## src/rtl/mole_pkg.sv

```systemverilog
// Shared definitions for the mole game autoplayer and the game-side blocks.
package mole_pkg;

   typedef enum logic [2:0] {
      ST_IDLE    = 3'd0,
      ST_QUALIFY = 3'd1,
      ST_REACT   = 3'd2,
      ST_PRESS   = 3'd3,
      ST_CONFIRM = 3'd4,
      ST_OVER    = 3'd5,
      ST_RESTART = 3'd6
   } mole_state_t;

   localparam int DEF_REACT_CYCLES    = 3;
   localparam int DEF_HOLD_CYCLES     = 6;
   localparam int DEF_CONFIRM_TIMEOUT = 64;
   localparam int DEF_RESTART_GAP     = 16;

   localparam int         TMR_W       = 16;
   localparam logic [7:0] RESTART_BTN = 8'h01;

   // Saturating increment for the hit/miss counters.
   function automatic logic [7:0] sat_inc(input logic [7:0] v);
      return (v == 8'hFF) ? v : v + 8'd1;
   endfunction

endpackage

```

## src/rtl/seg_prompt_decoder.sv

```systemverilog
// Decodes the game's active-low 7-segment drive into a one-hot prompt index.
module seg_prompt_decoder (
   input  logic [6:0] seg_in,
   input  logic       dp_in,
   output logic       valid,
   output logic [2:0] k
);

   logic [2:0] zeros;

   // Count lit (low) segments and remember the index of the lit one.
   always_comb begin
      zeros = 3'd0;
      k     = 3'd0;
      for (int i = 0; i < 7; i++) begin
         if (!seg_in[i]) begin
            zeros = zeros + 3'd1;
            k     = 3'(i);
         end
      end
      valid = dp_in && (zeros == 3'd1);
   end

endmodule

```

## src/rtl/mole_autoplayer.sv

```systemverilog
// Watches the game's display, presses the prompted button and tallies outcomes.
//
//   state      | meaning
//   -----------+-----------------------------------------------------------
//   IDLE       | waiting for a prompt, or for game over
//   QUALIFY    | prompt seen once, must repeat unchanged for one more cycle
//   REACT      | reaction delay before pressing
//   PRESS      | driving the target button
//   CONFIRM    | waiting for the score to move (hit) or the timeout (miss)
//   OVER       | game over seen, gap before the restart press
//   RESTART    | pressing button 0, then waiting for the game to resume
module mole_autoplayer
   import mole_pkg::*;
#(
   parameter int REACT_CYCLES    = DEF_REACT_CYCLES,
   parameter int HOLD_CYCLES     = DEF_HOLD_CYCLES,
   parameter int CONFIRM_TIMEOUT = DEF_CONFIRM_TIMEOUT,
   parameter int RESTART_GAP     = DEF_RESTART_GAP
) (
   input  logic       clk,
   input  logic       rst_n,
   input  logic       enable,
   input  logic [6:0] seg_in,
   input  logic       dp_in,
   input  logic [7:0] score_in,
   output logic [7:0] btn_out,
   output logic [7:0] hits,
   output logic [7:0] misses,
   output logic       busy
);

   mole_state_t      state, state_nxt;
   logic [TMR_W-1:0] timer, timer_nxt;
   logic [2:0]       k_q, k_nxt;
   logic [7:0]       snap, snap_nxt;
   logic [7:0]       btn_nxt, hits_nxt, misses_nxt;
   logic             released, released_nxt;
   logic             p_valid;
   logic [2:0]       p_k;

   seg_prompt_decoder u_dec (
      .seg_in (seg_in),
      .dp_in  (dp_in),
      .valid  (p_valid),
      .k      (p_k)
   );

   assign busy = (state != ST_IDLE);

   // Register the state and every output so btn_out never sees an input path.
   always_ff @(posedge clk) begin
      if (!rst_n) begin
         state    <= ST_IDLE;
         timer    <= '0;
         k_q      <= 3'd0;
         snap     <= 8'h00;
         btn_out  <= 8'h00;
         hits     <= 8'h00;
         misses   <= 8'h00;
         released <= 1'b0;
      end else begin
         state    <= state_nxt;
         timer    <= timer_nxt;
         k_q      <= k_nxt;
         snap     <= snap_nxt;
         btn_out  <= btn_nxt;
         hits     <= hits_nxt;
         misses   <= misses_nxt;
         released <= released_nxt;
      end
   end

   // Next-state and next-output decision; btn_nxt reflects the state being entered.
   always_comb begin
      state_nxt    = state;
      timer_nxt    = timer;
      k_nxt        = k_q;
      snap_nxt     = snap;
      btn_nxt      = 8'h00;
      hits_nxt     = hits;
      misses_nxt   = misses;
      released_nxt = released;

      if (!enable) begin
         state_nxt = ST_IDLE;
         timer_nxt = '0;
      end else begin
         case (state)
            ST_IDLE: begin
               if (!dp_in) begin
                  state_nxt = ST_OVER;
                  timer_nxt = TMR_W'(RESTART_GAP - 1);
               end else if (p_valid) begin
                  k_nxt     = p_k;
                  state_nxt = ST_QUALIFY;
               end
            end
            ST_QUALIFY: begin
               if (p_valid && (p_k == k_q)) begin
                  state_nxt = ST_REACT;
                  timer_nxt = TMR_W'(REACT_CYCLES - 1);
               end else begin
                  state_nxt = ST_IDLE;
               end
            end
            ST_REACT: begin
               if (!dp_in) begin
                  state_nxt = ST_OVER;
                  timer_nxt = TMR_W'(RESTART_GAP - 1);
               end else if (timer == '0) begin
                  state_nxt = ST_PRESS;
                  timer_nxt = TMR_W'(HOLD_CYCLES - 1);
                  snap_nxt  = score_in;
                  btn_nxt   = 8'h01 << k_q;
               end else begin
                  timer_nxt = timer - TMR_W'(1);
               end
            end
            ST_PRESS: begin
               if (!dp_in) begin
                  state_nxt = ST_OVER;
                  timer_nxt = TMR_W'(RESTART_GAP - 1);
               end else if (timer == '0) begin
                  state_nxt = ST_CONFIRM;
                  timer_nxt = TMR_W'(CONFIRM_TIMEOUT - 1);
               end else begin
                  timer_nxt = timer - TMR_W'(1);
                  btn_nxt   = 8'h01 << k_q;
               end
            end
            ST_CONFIRM: begin
               if (!dp_in) begin
                  state_nxt = ST_OVER;
                  timer_nxt = TMR_W'(RESTART_GAP - 1);
               end else if (score_in != snap) begin
                  hits_nxt  = sat_inc(hits);
                  state_nxt = ST_IDLE;
               end else if (timer == '0) begin
                  misses_nxt = sat_inc(misses);
                  state_nxt  = ST_IDLE;
               end else begin
                  timer_nxt = timer - TMR_W'(1);
               end
            end
            ST_OVER: begin
               if (timer == '0) begin
                  state_nxt    = ST_RESTART;
                  timer_nxt    = TMR_W'(HOLD_CYCLES - 1);
                  btn_nxt      = RESTART_BTN;
                  hits_nxt     = 8'h00;
                  misses_nxt   = 8'h00;
                  released_nxt = 1'b0;
               end else begin
                  timer_nxt = timer - TMR_W'(1);
               end
            end
            ST_RESTART: begin
               if (!released) begin
                  if (timer == '0) begin
                     released_nxt = 1'b1;
                  end else begin
                     timer_nxt = timer - TMR_W'(1);
                     btn_nxt   = RESTART_BTN;
                  end
               end else if (dp_in) begin
                  state_nxt = ST_IDLE;
               end
            end
            default: state_nxt = ST_IDLE;
         endcase
      end
   end

endmodule

```

## config.mk

```make
export PLATFORM = sky130hd
export DESIGN_NAME = mole_autoplayer
export DESIGN_NICKNAME = d
export VERILOG_FILES = /design/src/rtl/mole_pkg.sv /design/src/rtl/seg_prompt_decoder.sv /design/src/rtl/mole_autoplayer.sv
export SDC_FILE = /design/constraint.sdc
export NUM_CORES = 1
export LEC_CHECK = 0
export ABC_AREA = 1
export CAP_MARGIN = 20
export CORE_MARGIN = 2
export CORE_UTILIZATION = 30
export DETAILED_ROUTE_END_ITERATION = 7
export SETUP_SLACK_MARGIN = 0.15
export SLEW_MARGIN = 10
export SYNTH_ARGS = -nofsm -noshare
export SYNTH_HDL_FRONTEND = slang
export SYNTH_HIERARCHICAL = 1
export SYNTH_SLANG_ARGS = --single-unit
```

## constraint.sdc

```tcl
create_clock -name clk -period 16.4 [get_ports clk]
set_clock_uncertainty 0.15 [all_clocks]
set_input_delay 4.92 -clock clk [delete_from_list [all_inputs] [get_ports clk]]
set_output_delay 4.92 -clock clk [all_outputs]
set_load 0.01 [all_outputs]
```

# Word-level counts from Yosys, hierarchy flattened
# Cells that the tools add are included.
classes:
  div: 0
  magnitude_cmp: 0
  mux: 60
  shift: 1
  n_bitwise: 0
  n_eq_ne: 28
  n_reduce_logical: 16
  addsub: 9
  n_mul: 0
op_table:
  columns: ["cell", "count"]
  rows:
  - ["two-way mux 16 bit", 10]
  - ["one-hot mux 16 bit (7 select lines)", 1]
  - ["two-way mux 8 bit", 12]
  - ["two-way mux 3 bit", 21]
  - ["one-hot mux 8 bit (2 select lines)", 2]
  - ["one-hot mux 8 bit (4 select lines)", 1]
  - ["inequality test 2 bit (second input constant)", 12]
  - ["one-hot mux 3 bit (7 select lines)", 1]
  - ["adder 8 x 1 -> 8 bit (second input constant)", 2]
  - ["== test 8 bit (second input constant)", 2]
  - ["zero test 16 bit", 1]
  - ["subtractor 16 x 1 -> 16 bit (second input constant)", 1]
  - ["adder 3 x 1 -> 3 bit (second input constant)", 5]
  - ["AND reduction 7 bit", 2]
  - ["inequality test 3 bit (second input constant)", 4]
  - ["== test 3 bit (second input constant)", 3]
  - ["two-way mux 1 bit", 8]
  - ["inequality test 8 bit", 1]
  - ["AND reduction 4 bit", 2]
  - ["<< shifter 1 x 3 -> 8 bit (first input constant)", 1]
  - ["nonzero test 7 bit", 1]
  - ["== test 3 x 1 -> 1 bit (second input constant)", 2]
  - ["== test 3 x 2 -> 1 bit (second input constant)", 2]
  - ["two-way mux 2 bit", 3]
  - ["12 further kinds", 14]
word_totals:
  latch_bits: 0
  input_bits: 19
  register_bits: 55
  ram_bits: 0
  mem_bits_ro: 0
  memories: 0

# Logic depth before layout (Yosys ltp)
# Gate-level depths: netlist (run 1).
depth:
  ltp_word: 18
  depth_mapped: 30
  ltp_nobuf: 30

# Modules after synthesis
# The synthesis (run 1) kept the hierarchy.
by_module_without_submodules:
  columns: ["mod", "seq_area_each_um2", "area_per_inst_um2", "n_inst", "cells_each"]
  rows:
  - ["mole_autoplayer", 1101.1, 3402.0, 1, 522]
  - ["seg_prompt_decoder", 0.0, 457.9, 1, 74]

# Worst setup path before layout (run 1)
# No wires, ideal clock.
synth_path:
  path_kind: "input to register"
  startpoint: "input port seg_in[0]"
  endpoint: "register timer[15]"
  arrival_ns: 8.588
  required_time_ns: 16.132
  setup_ns: 0.118
  path_slack_ns: 7.544
  n_path_buf: 1
  cell_stages: 28
  cell_sequence: "inv_1 -> ha_1 -> inv_1 -> nand2_4 -> nand2_4 -> ha_1 -> nand2_1 -> nand2_1 -> ha_1 -> or2_2 -> nand2_1 -> inv_1 -> ha_1 -> nand2_1 -> nand2_1 -> ha_1 -> or2_2 -> nand2_1 -> nand2_1 -> nor2_1 -> o21ai_0 -> nor2_1 -> nand2_1 -> a21oi_2 -> nand2_2 -> buf_6 -> nor3_1 -> nor2_1"
synth_between:
  elab_chain_cells: 18
synth_rtl:
  columns: ["item", "line_no", "text"]
  rows:
  - ["start, declared", "mole_autoplayer.sv:23", "input logic [6:0] seg_in,"]
  - ["two-way mux 1 bit (*)", "seg_prompt_decoder.sv:16", "if (!seg_in[i]) begin"]
  - ["adder 1 x 1 -> 2 bit", "seg_prompt_decoder.sv:17", "zeros = zeros + 3'd1;"]
  - ["two-way mux 3 bit (*)", "seg_prompt_decoder.sv:16", null]
  - ["adder 3 x 1 -> 3 bit", "seg_prompt_decoder.sv:17", null]
  - ["two-way mux 3 bit (*)", "seg_prompt_decoder.sv:16", null]
  - ["adder 3 x 1 -> 3 bit", "seg_prompt_decoder.sv:17", null]
  - ["two-way mux 3 bit (*)", "seg_prompt_decoder.sv:16", null]
  - ["adder 3 x 1 -> 3 bit", "seg_prompt_decoder.sv:17", null]
  - ["[... 3 more ...]", null, null]
  - ["adder 3 x 1 -> 3 bit", "seg_prompt_decoder.sv:17", null]
  - ["two-way mux 3 bit (*)", "seg_prompt_decoder.sv:16", null]
  - ["== test 3 x 1 -> 1 bit (*)", "seg_prompt_decoder.sv:21", "valid = dp_in && (zeros == 3'd1);"]
  - ["logical AND 1 bit (*)", "seg_prompt_decoder.sv:21", null]
  - ["named net p_valid", "mole_autoplayer.sv:38", "logic p_valid;"]
  - ["logical AND 1 bit (*)", "mole_autoplayer.sv:99", "if (p_valid && (p_k == k_q)) begin"]
  - ["inequality test 2 bit (no source line) (*)", null, null]
  - ["AND reduction 5 bit (no source line) (*)", null, null]
  - ["end signal, assigned", "mole_autoplayer.sv:63", "timer <= timer_nxt;"]
  - ["end, declared", "mole_autoplayer.sv:33", "logic [TMR_W-1:0] timer, timer_nxt;"]
# Mark *: on every way through the listed nets, which the timed path passes. The rest lies on a longest branch.
# A chain may end at the register's enable or synchronous reset.

# Worst setup path in the final report (run 1)
layout_path:
  startpoint: "input port seg_in[1]"
  endpoint: "register timer[0]"
layout_between:
  elab_chain_cells: 16
  word_cells_on_any_way: 23
layout_rtl:
  columns: ["item", "line_no"]
  rows:
  - ["two-way mux 3 bit (*)", "seg_prompt_decoder.sv:16"]
  - ["adder 3 x 1 -> 3 bit", "seg_prompt_decoder.sv:17"]
  - ["two-way mux 3 bit (*)", "seg_prompt_decoder.sv:16"]
  - ["adder 3 x 1 -> 3 bit", "seg_prompt_decoder.sv:17"]
  - ["two-way mux 3 bit (*)", "seg_prompt_decoder.sv:16"]
  - ["adder 3 x 1 -> 3 bit", "seg_prompt_decoder.sv:17"]
  - ["two-way mux 3 bit (*)", "seg_prompt_decoder.sv:16"]
  - ["adder 3 x 1 -> 3 bit", "seg_prompt_decoder.sv:17"]
  - ["two-way mux 3 bit (*)", "seg_prompt_decoder.sv:16"]
  - ["adder 3 x 1 -> 3 bit", "seg_prompt_decoder.sv:17"]
  - ["two-way mux 3 bit (*)", "seg_prompt_decoder.sv:16"]
  - ["== test 3 x 1 -> 1 bit (*)", "seg_prompt_decoder.sv:21"]
  - ["logical AND 1 bit (*)", "seg_prompt_decoder.sv:21"]
  - ["named net p_valid", "mole_autoplayer.sv:38"]
  - ["logical AND 1 bit (*)", "mole_autoplayer.sv:99"]
  - ["inequality test 2 bit (no source line) (*)", null]
  - ["AND reduction 5 bit (no source line) (*)", null]
# Marks and branches as above.

==> results.yml, run 1 <==
run_status:
  status: "finished clean"
clocking:
  cts_setup_buffers: 0
  cts-resized-gates: 0
  cts_root_buf: "clkbuf_16"
  htree_levels: 2
  cts_buffer_depth: 2
  clk-insertion-delay-late_ns: 0.30
  cts_inserted_buffers: 5
  path_clk_slew_ns: 0.07
  clock_sinks: 55
  cts_tree: "built"
  cts_hold_buf: 0
hold_path:
  whs_path_depth: 2
  hp-class: "flop to flop"
timing:
  tightest_slew_ns: 0.628
  slew_headroom_pct: 57.8
  rsz0062_at_grt: "no"
  period_share_pct: 58.6
  period_minus_slack_ns: 9.61
  setup_viol: 0
  worst_slack_ns: 6.79
  fmax_mhz: 104
  hold_violations: 0
  slew_violations: 0
  setup-tns-final_ns: 0
worst_setup_path:
  end_kind: "flop"
  reg2reg_from: "state[0]"
  startpoint: "seg_in[1]"
  rr_worst_depth: 7
  critPathKind: "input port to flop"
  crit_end: "timer[0]"
  max_stage_delay_ns: 0.51
  path_max_fanout: 17
  cp.arrival_ns: 9.65
  startpoint_type: "input port"
  cp_common_cell: "nand2_1"
  cpMaxStageDelayCell: "clkdlybuf4s50_1"
  rr_endpoint: "timer[0]"
  worstPathRequired_ns: 16.44
  r2r_slack_ns: 14.07
synth:
  yosys.cell_types.count: 39
  synth_cells: 596
  synth_nets: 625
  yosysWarnings: 6
  synth_area_leaders: "dfxtp_1 (29%), nand2_1 (14%), nor2_1 (7.4%)"
  synth-seq-cells: 55
  synthDominantCellAreaShare_pct: 28.5
  yosys-top-cells-count: "nand2_1 (141), nor2_1 (76), inv_1 (73)"
  synth_edf_count: 0
  synth_top_cell_by_area: "dfxtp_1"
  yosysMostFrequentCell: "nand2_1"
  ys_seq_area_share_pct: 28.5
  ys.flop_type: "dfxtp_1"
  async_reset_ff_share_pct: 0
  syn_area_sq_um: 3860
  avgSynthCellArea_sq_um: 6.48
detailed_routing:
  drtIter0Drc: 172
  drt-pass1-iter-count: 5
  via_per_inst: 4.60
  drc: 0
  wirelength_microns: 9100
  avgRoutedWirePerCell_microns: 11.3
  ant_nets: 0
  vias: 3716
die:
  io-pin-count: 44
  die_x_microns: 117
  die_y_microns: 117
  core_sq_um: 12600
  start_util_pct: 30.7
  rows: 41
  dieArea_sq_um: 13800
layout:
  multiInputGateArea_sq_um: 2340
  num-nets-final: 665
  fill_cells: 1361
  diodes: 0
  areaGrowthSynthToFinish_pct: 18.0
  drive_above_1_share_pct: 10.2
  regArea_sq_um: 1100
power:
  p_leak_nw: 1.94
  peakVddDrop_mv: 0.0437
  p_per_area_nw_per_um2: 84.3
placed_design:
  post-place-ws_ns: 6.51
  gp_congestion: 0.892
  dp_hpwl_microns: 7180
  port-buffer-count: 43
global_routing:
  grt_pass1_wl_microns: 15600
  grt_pass1_vias: 3413
  overflow: 0
  antenna_found_initial: 0
  grt_max_degree: 18
  grt_use_total_pct: 13.4
flow_run:
  maxCapViolCount: 0
[per-stage QoR]
| step | utilization [%] | std cells | power (mW) | hold WS (ns) | cell area, sq um |
|---|---|---|---|---|---|
| finish | 36.2 | 807 | 0.384 | 0.312 | 4550 |
| CTS | 36.2 | 807 | 0.387 | 0.314 | 4550 |
| global route | 36.2 | 807 | 0.411 | 0.335 | 4550 |
| global placement | 35.2 | 801 | 0.280 | 0.295 | 4420 |
| detailed placement | 35.2 | 801 | 0.283 | 0.303 | 4420 |
| floorplan | - | 596 | 0.254 | 0.286 | 3860 |
[sequential cells by signal, indices dropped and copies added (netlist names)]
register and cells:
timer 16, btn_out 8, hits 8, misses 8
snap 8, k_q 3, state 3, released 1
[final cells by class]
class,count,area share [%]
clock buffer,5,2.75
inverter,86,7.36
multi-input combinational,445,51.4
sequential,55,24.2
tap,172,4.73
clock inverter,1,0.165
timing repair buffer,43,9.45
[worst min-delay path by stage]
stage / start / to / slack, ns
floorplan: snap[6] / snap[6] / 0.29
global placement: snap[0] / snap[0] / 0.30
detailed placement: snap[0] / snap[0] / 0.30
CTS: snap[0] / snap[0] / 0.31
global route: snap[2] / snap[2] / 0.33
finish: snap[0] / snap[0] / 0.31
[report_power, final]
group,switching (mW),internal (mW)
Combinational,0.0892,0.0464
Sequential,0.00627,0.138
Clock,0.0486,0.0550
Total,0.144,0.240
[critical path, delay by kind of cell]
family / cells / cell delay, ns
adders and majority gates: 5 / 1.44
AOI/OAI and AO/OA: 2 / 0.30
buffers and inverters: 5 / 0.95
and+or+nand+nor: 18 / 2.02
[placed cells by master, fill, tap and decap left out, drive strengths merged]
cell	count
inv	83
ha	10
o211ai	2
xor2	8
o21ai	40
clkinv	3
a21oi	42
nor2	91
nor3b	2
clkdlybuf4s50	43
nand4	11
o21a	1
or2	4
nand2	155
clkinvlp	1
a211oi	1
xnor2	10
nor3	11
dfxtp	55
o31ai	1
clkbuf	5
nand3	56
[logic make-up after synthesis]
| kind of cell | after synthesis | share of synthesized area (%) |
|---|---|---|
| simple gates | 330 | 40.8 |
| buf+inv | 96 | 10.9 |
| compound gates | 87 | 12.3 |
| flops | 55 | 28.5 |
| xor+xnor | 18 | 4.28 |
| fa+ha+maj | 10 | 3.24 |
[layer usage]
layer / part of all wire, % / track usage (%) / routed length (microns) / up-vias
met5: 0 / 0 / 0 / -
met4: 1.3 / 3.99 / 121 / 0
met3: 2.8 / 2.04 / 257 / 7
met2: 49 / 23.4 / 4460 / 55
met1: 47 / 17.1 / 4260 / 1670
li1: - / - / - / 1984
Power figures use the tool's default switching activity.
==> inputs of run 2 (changes only) <==
==> constraint.sdc (replaced) <==
create_clock -name clk -period 9.4 [get_ports clk]
set_clock_uncertainty 0.15 [all_clocks]
set_input_delay 2.82 -clock clk [delete_from_list [all_inputs] [get_ports clk]]
set_output_delay 2.82 -clock clk [all_outputs]
set_load 0.01 [all_outputs]
==> run 2 against run 1 <==
Wire length is essentially flat. Non-clock buffer count is the same. Largest power group unchanged. Hold slack is essentially flat. Flip-flop and latch count is the same.
==> results.yml, run 2 (same netlist as run 1, synthesis figures left out) <==
timing:
  period_minus_slack_ns: 7.46
  period_share_pct: 79.4
  tightest_slew_ns: 0.644
  fmax_mhz: 134
  slew_violations: 0
  hold_violations: 0
  setup-tns-final_ns: 0
  slew_headroom_pct: 56.8
  rsz0062_at_grt: "no"
  hold_slack_ns: 0.311
  setup_viol: 0
layout:
  layout_common_cells: "nand2_1 (141), nor2_1 (76), inv_1 (73)"
  areaGrowthSynthToFinish_pct: 18.0
  finalNonFillerCells: 807
  diodes: 0
  num-nets-final: 665
  drive_above_1_share_pct: 10.2
  layout_commonest_cell: "nand2_1"
  largest_reg_flops: 16
  top_register: "timer"
power:
  peakVddDrop_mv: 0.0776
  p_leak_nw: 1.94
  p_per_area_nw_per_um2: 147
placed_design:
  place_inst: 801
  dp_hpwl_microns: 7150
  port-buffer-count: 43
  gp_congestion: 0.892
detailed_routing:
  drtIter0Drc: 208
  drt-pass1-iter-count: 5
  via_per_inst: 4.63
  ant_nets: 0
  vias: 3735
  wirelength_microns: 9110
  avgRoutedWirePerCell_microns: 11.3
  drc: 0
clocking:
  path_clk_slew_ns: 0.07
  htree_levels: 2
  cts_tree: "built"
  cts_setup_buffers: 0
  clock_sinks: 55
  cts_buffer_depth: 2
  cts_root_buf: "clkbuf_16"
  clk-insertion-delay-late_ns: 0.30
  cts_hold_buf: 0
  cts-resized-gates: 0
  cts_inserted_buffers: 5
worst_setup_path:
  worstPathRequired_ns: 9.44
  critPathKind: "input port to flop"
  path_delay_family: "simple AND/OR/NAND/NOR gates"
  critPathBufInv: 5
  path_max_fanout: 17
  cp.arrival_ns: 7.50
  end_kind: "flop"
  startpoint_type: "input port"
  cp_common_cell: "nand2_1"
  max_stage_delay_ns: 0.51
  cpMaxStageDelayCell: "clkdlybuf4s50_1"
die:
  start_util_pct: 30.7
  core_sq_um: 12600
  rows: 41
  dieArea_sq_um: 13800
  io-pin-count: 44
  die_y_microns: 117
  die_x_microns: 117
run_status:
  status: "finished clean"
global_routing:
  antenna_found_initial: 0
  overflow: 0
  grt_pass1_vias: 3416
  grt_pass1_wl_microns: 15800
  grt_max_degree: 18
  grt_use_total_pct: 13.6
hold_path:
  hp-class: "flop to flop"
flow_run:
  maxCapViolCount: 0
==> run 2: worst paths after layout <==
check | startpoint | slack, ns | cells past startpoint | endpoint
setup / recovery | seg_in[1] | 1.94 | 30 | timer[0]
hold / removal | snap[2] | 0.31 | 2 | snap[2]
setup reg to reg | state[0] | 7.06 | 7 | timer[11]
hold reg to reg | snap[2] | 0.31 | 2 | snap[2]
==> run 2: worst register-to-register path, cell delays in order (launching register included) <==
cell and delay [ns]:
dfxtp_1 0.60, inv_4 0.11, nor3_1 0.52, a21oi_2 0.17, nand2_2 0.28, inv_4 0.15, o21ai_0 0.18, nor2_1 0.07
==> run 2: cell type report <==
| cell class | instances | area [sq um] |
|---|---|---|
| well taps | 172 | 215 |
| repair buffers | 43 | 430 |
| fillers | 1362 | 8010 |
| multi-input cells | 445 | 2340 |
| clock inverters | 1 | 7.51 |
| inverters | 86 | 335 |
| flip-flops and latches | 55 | 1100 |
| clock buffers | 5 | 125 |
==> run 2: power by group <==
group | leakage, nW | switching (mW) | internal [mW]
combinational | 1.44 | 0.155 | 0.0810
sequential | 0.445 | 0.0110 | 0.241
clock | 0.0618 | 0.0840 | 0.0960
total | 1.94 | 0.250 | 0.418
==> run 2: per-stage QoR <==
| stage | util (%) | instance area [sq um] | power (mW) | worst slack (ns) |
|---|---|---|---|---|
| floorplan | - | 3860 | 0.443 | 2.64 |
| global placement | 35.2 | 4420 | 0.489 | 1.78 |
| detailed placement | 35.2 | 4420 | 0.493 | 1.62 |
| CTS | 36.2 | 4550 | 0.675 | 1.92 |
| global route | 36.2 | 4550 | 0.716 | 1.48 |
| finish | 36.2 | 4550 | 0.668 | 1.94 |
==> run 2: per-layer routing <==
| metal | global-route usage, % | up-vias | wire length, microns |
|---|---|---|---|
| met4 | 4.37 | 0 | 146 |
| met3 | 2.09 | 11 | 274 |
| met1 | 17.6 | 1668 | 4350 |
| met2 | 23.1 | 68 | 4340 |
| met5 | 0 | - | 0 |
| li1 | - | 1988 | - |
==> inputs of run 3 (changes only) <==
==> constraint.sdc (replaced) <==
create_clock -name clk -period 7 [get_ports clk]
set_clock_uncertainty 0.15 [all_clocks]
set_input_delay 2.1 -clock clk [delete_from_list [all_inputs] [get_ports clk]]
set_output_delay 2.1 -clock clk [all_outputs]
set_load 0.01 [all_outputs]
==> run 3 against run 2 <==
First-iteration DRC count rose by 4.3%. Highest routed layer unchanged. Utilization rose by 0.69 points. Design area rose by 1.9%.
==> results.yml, run 3 (same netlist as run 1, synthesis figures left out) <==
clocking:
  cts_hold_buf: 0
  cts_tree: "built"
  cts_root_buf: "clkbuf_16"
  clk-insertion-delay-late_ns: 0.30
  path_clk_slew_ns: 0.07
  cts_inserted_buffers: 5
  cts_buffer_depth: 2
  htree_levels: 2
  clock_sinks: 55
worst_setup_path:
  worstPathRequired_ns: 7.04
  cpMaxStageDelayCell: "clkdlybuf4s50_1"
  reg2reg_from: "state[0]"
  startpoint_type: "input port"
  cp.arrival_ns: 6.52
  end_kind: "flop"
  cp_common_cell: "nand2_1"
  path_max_fanout: 7
  critPathKind: "input port to flop"
  max_stage_delay_ns: 0.52
  startpoint: "seg_in[1]"
timing:
  worst_slack_ns: 0.518
  period_minus_slack_ns: 6.48
  period_share_pct: 92.6
  slew_headroom_pct: 48.2
  fmax_mhz: 154
  hold_violations: 0
  slew_violations: 0
  tightest_slew_ns: 0.771
  setup-tns-final_ns: 0
  rsz0062_at_grt: "no"
  hold_slack_ns: 0.311
  setup_viol: 0
placed_design:
  place_inst: 802
  dp_hpwl_microns: 7150
  port-buffer-count: 43
  postPlaceCellArea_sq_um: 4430
  post-place-ws_ns: -0.0268
  gp_congestion: 0.884
layout:
  layout_commonest_cell: "nand2_1"
  stdcell_area_sq_um: 4640
  finalNonFillerCells: 812
  layout_common_cells: "nand2_1 (141), nor2_1 (75), inv_1 (73)"
  post-route-util_pct: 36.9
  fill_cells: 1347
  largest_reg_flops: 16
  multiInputGateArea_sq_um: 2370
  diodes: 0
  num-nets-final: 669
  areaGrowthSynthToFinish_pct: 20.2
  drive_above_1_share_pct: 11.1
  regArea_sq_um: 1100
  top_register: "timer"
detailed_routing:
  avgRoutedWirePerCell_microns: 11.3
  vias: 3749
  drtIter0Drc: 217
  wirelength_microns: 9160
  drt-pass1-iter-count: 4
  via_per_inst: 4.62
  ant_nets: 0
  drc: 0
power:
  switchingPower_mw: 0.341
  p_sw_share_pct: 36.0
  p_int_mw: 0.608
  clockPowerShare_pct: 29.8
  p_leak_nw: 1.98
  p_per_area_nw_per_um2: 205
  p_total_mw: 0.949
  seqPwrFrac_pct: 35.7
  power_frac_comb_pct: 34.5
  peakVddDrop_mv: 0.116
die:
  die_y_microns: 117
  die_x_microns: 117
  core_sq_um: 12600
  dieArea_sq_um: 13800
  start_util_pct: 30.7
  io-pin-count: 44
  rows: 41
global_routing:
  overflow: 0
  met3_usage_pct: 2.29
  grt_use_total_pct: 13.4
  grt_pass1_wl_microns: 15600
  antenna_found_initial: 0
  grt_use_met2_pct: 23.4
  grt_util_met1_pct: 16.8
  grt_pass1_vias: 3482
  top_usage_layer: "met2"
  grt_max_degree: 18
hold_path:
  hp-class: "flop to flop"
  min-delay-start: "snap[2]"
run_status:
  status: "finished clean"
flow_run:
  maxCapViolCount: 0
run 3: path summary, 6_finish.rpt:
kind                                   to  slack (ns)  cells past startpoint
worst max-delay path            timer[15]        0.52                     29
worst min-delay path              snap[2]        0.31                      2
worst max register to register   timer[2]        4.82                      7
worst min register to register    snap[2]        0.31                      2
run 3: power groups by stage:
stage / Clock [mW] / Sequential, mW / Combinational, mW
2_1_floorplan: 0 / 0.340 / 0.254
3_3_place_gp: 0 / 0.346 / 0.312
3_5_place_dp: 0 / 0.346 / 0.316
4_1_cts: 0.290 / 0.339 / 0.318
5_1_grt: 0.299 / 0.341 / 0.372
6_report: 0.283 / 0.339 / 0.327
run 3: critical path: cells and delay by family:
family                     cells  cell delay, ns
AOI/OAI and AO/OA              2            0.30
adders and majority gates      5            1.39
buffers and inverters          5            0.88
and+or+nand+nor               17            1.86
run 3: area by class of cell:
class                      instances  area share, %
inverter                          86           7.28
multi-input combinational        445           51.0
clock buffer                       6           2.78
tap                              172           4.64
sequential                        55           23.7
clock inverter                     1          0.647
timing repair buffer              47           9.92
run 3: routing by layer:
layer	vias up	wire, microns
met5	-	0
met1	1702	4250
met2	50	4520
li1	1988	-
met4	0	122
met3	9	264
run 3: what timing repair did:
item | in CTS | in global routing
setup endpoints to repair | 0 | 16
buffers inserted | 0 | 3
hold endpoints to repair | 0 | 0
gates resized for setup | 0 | 5
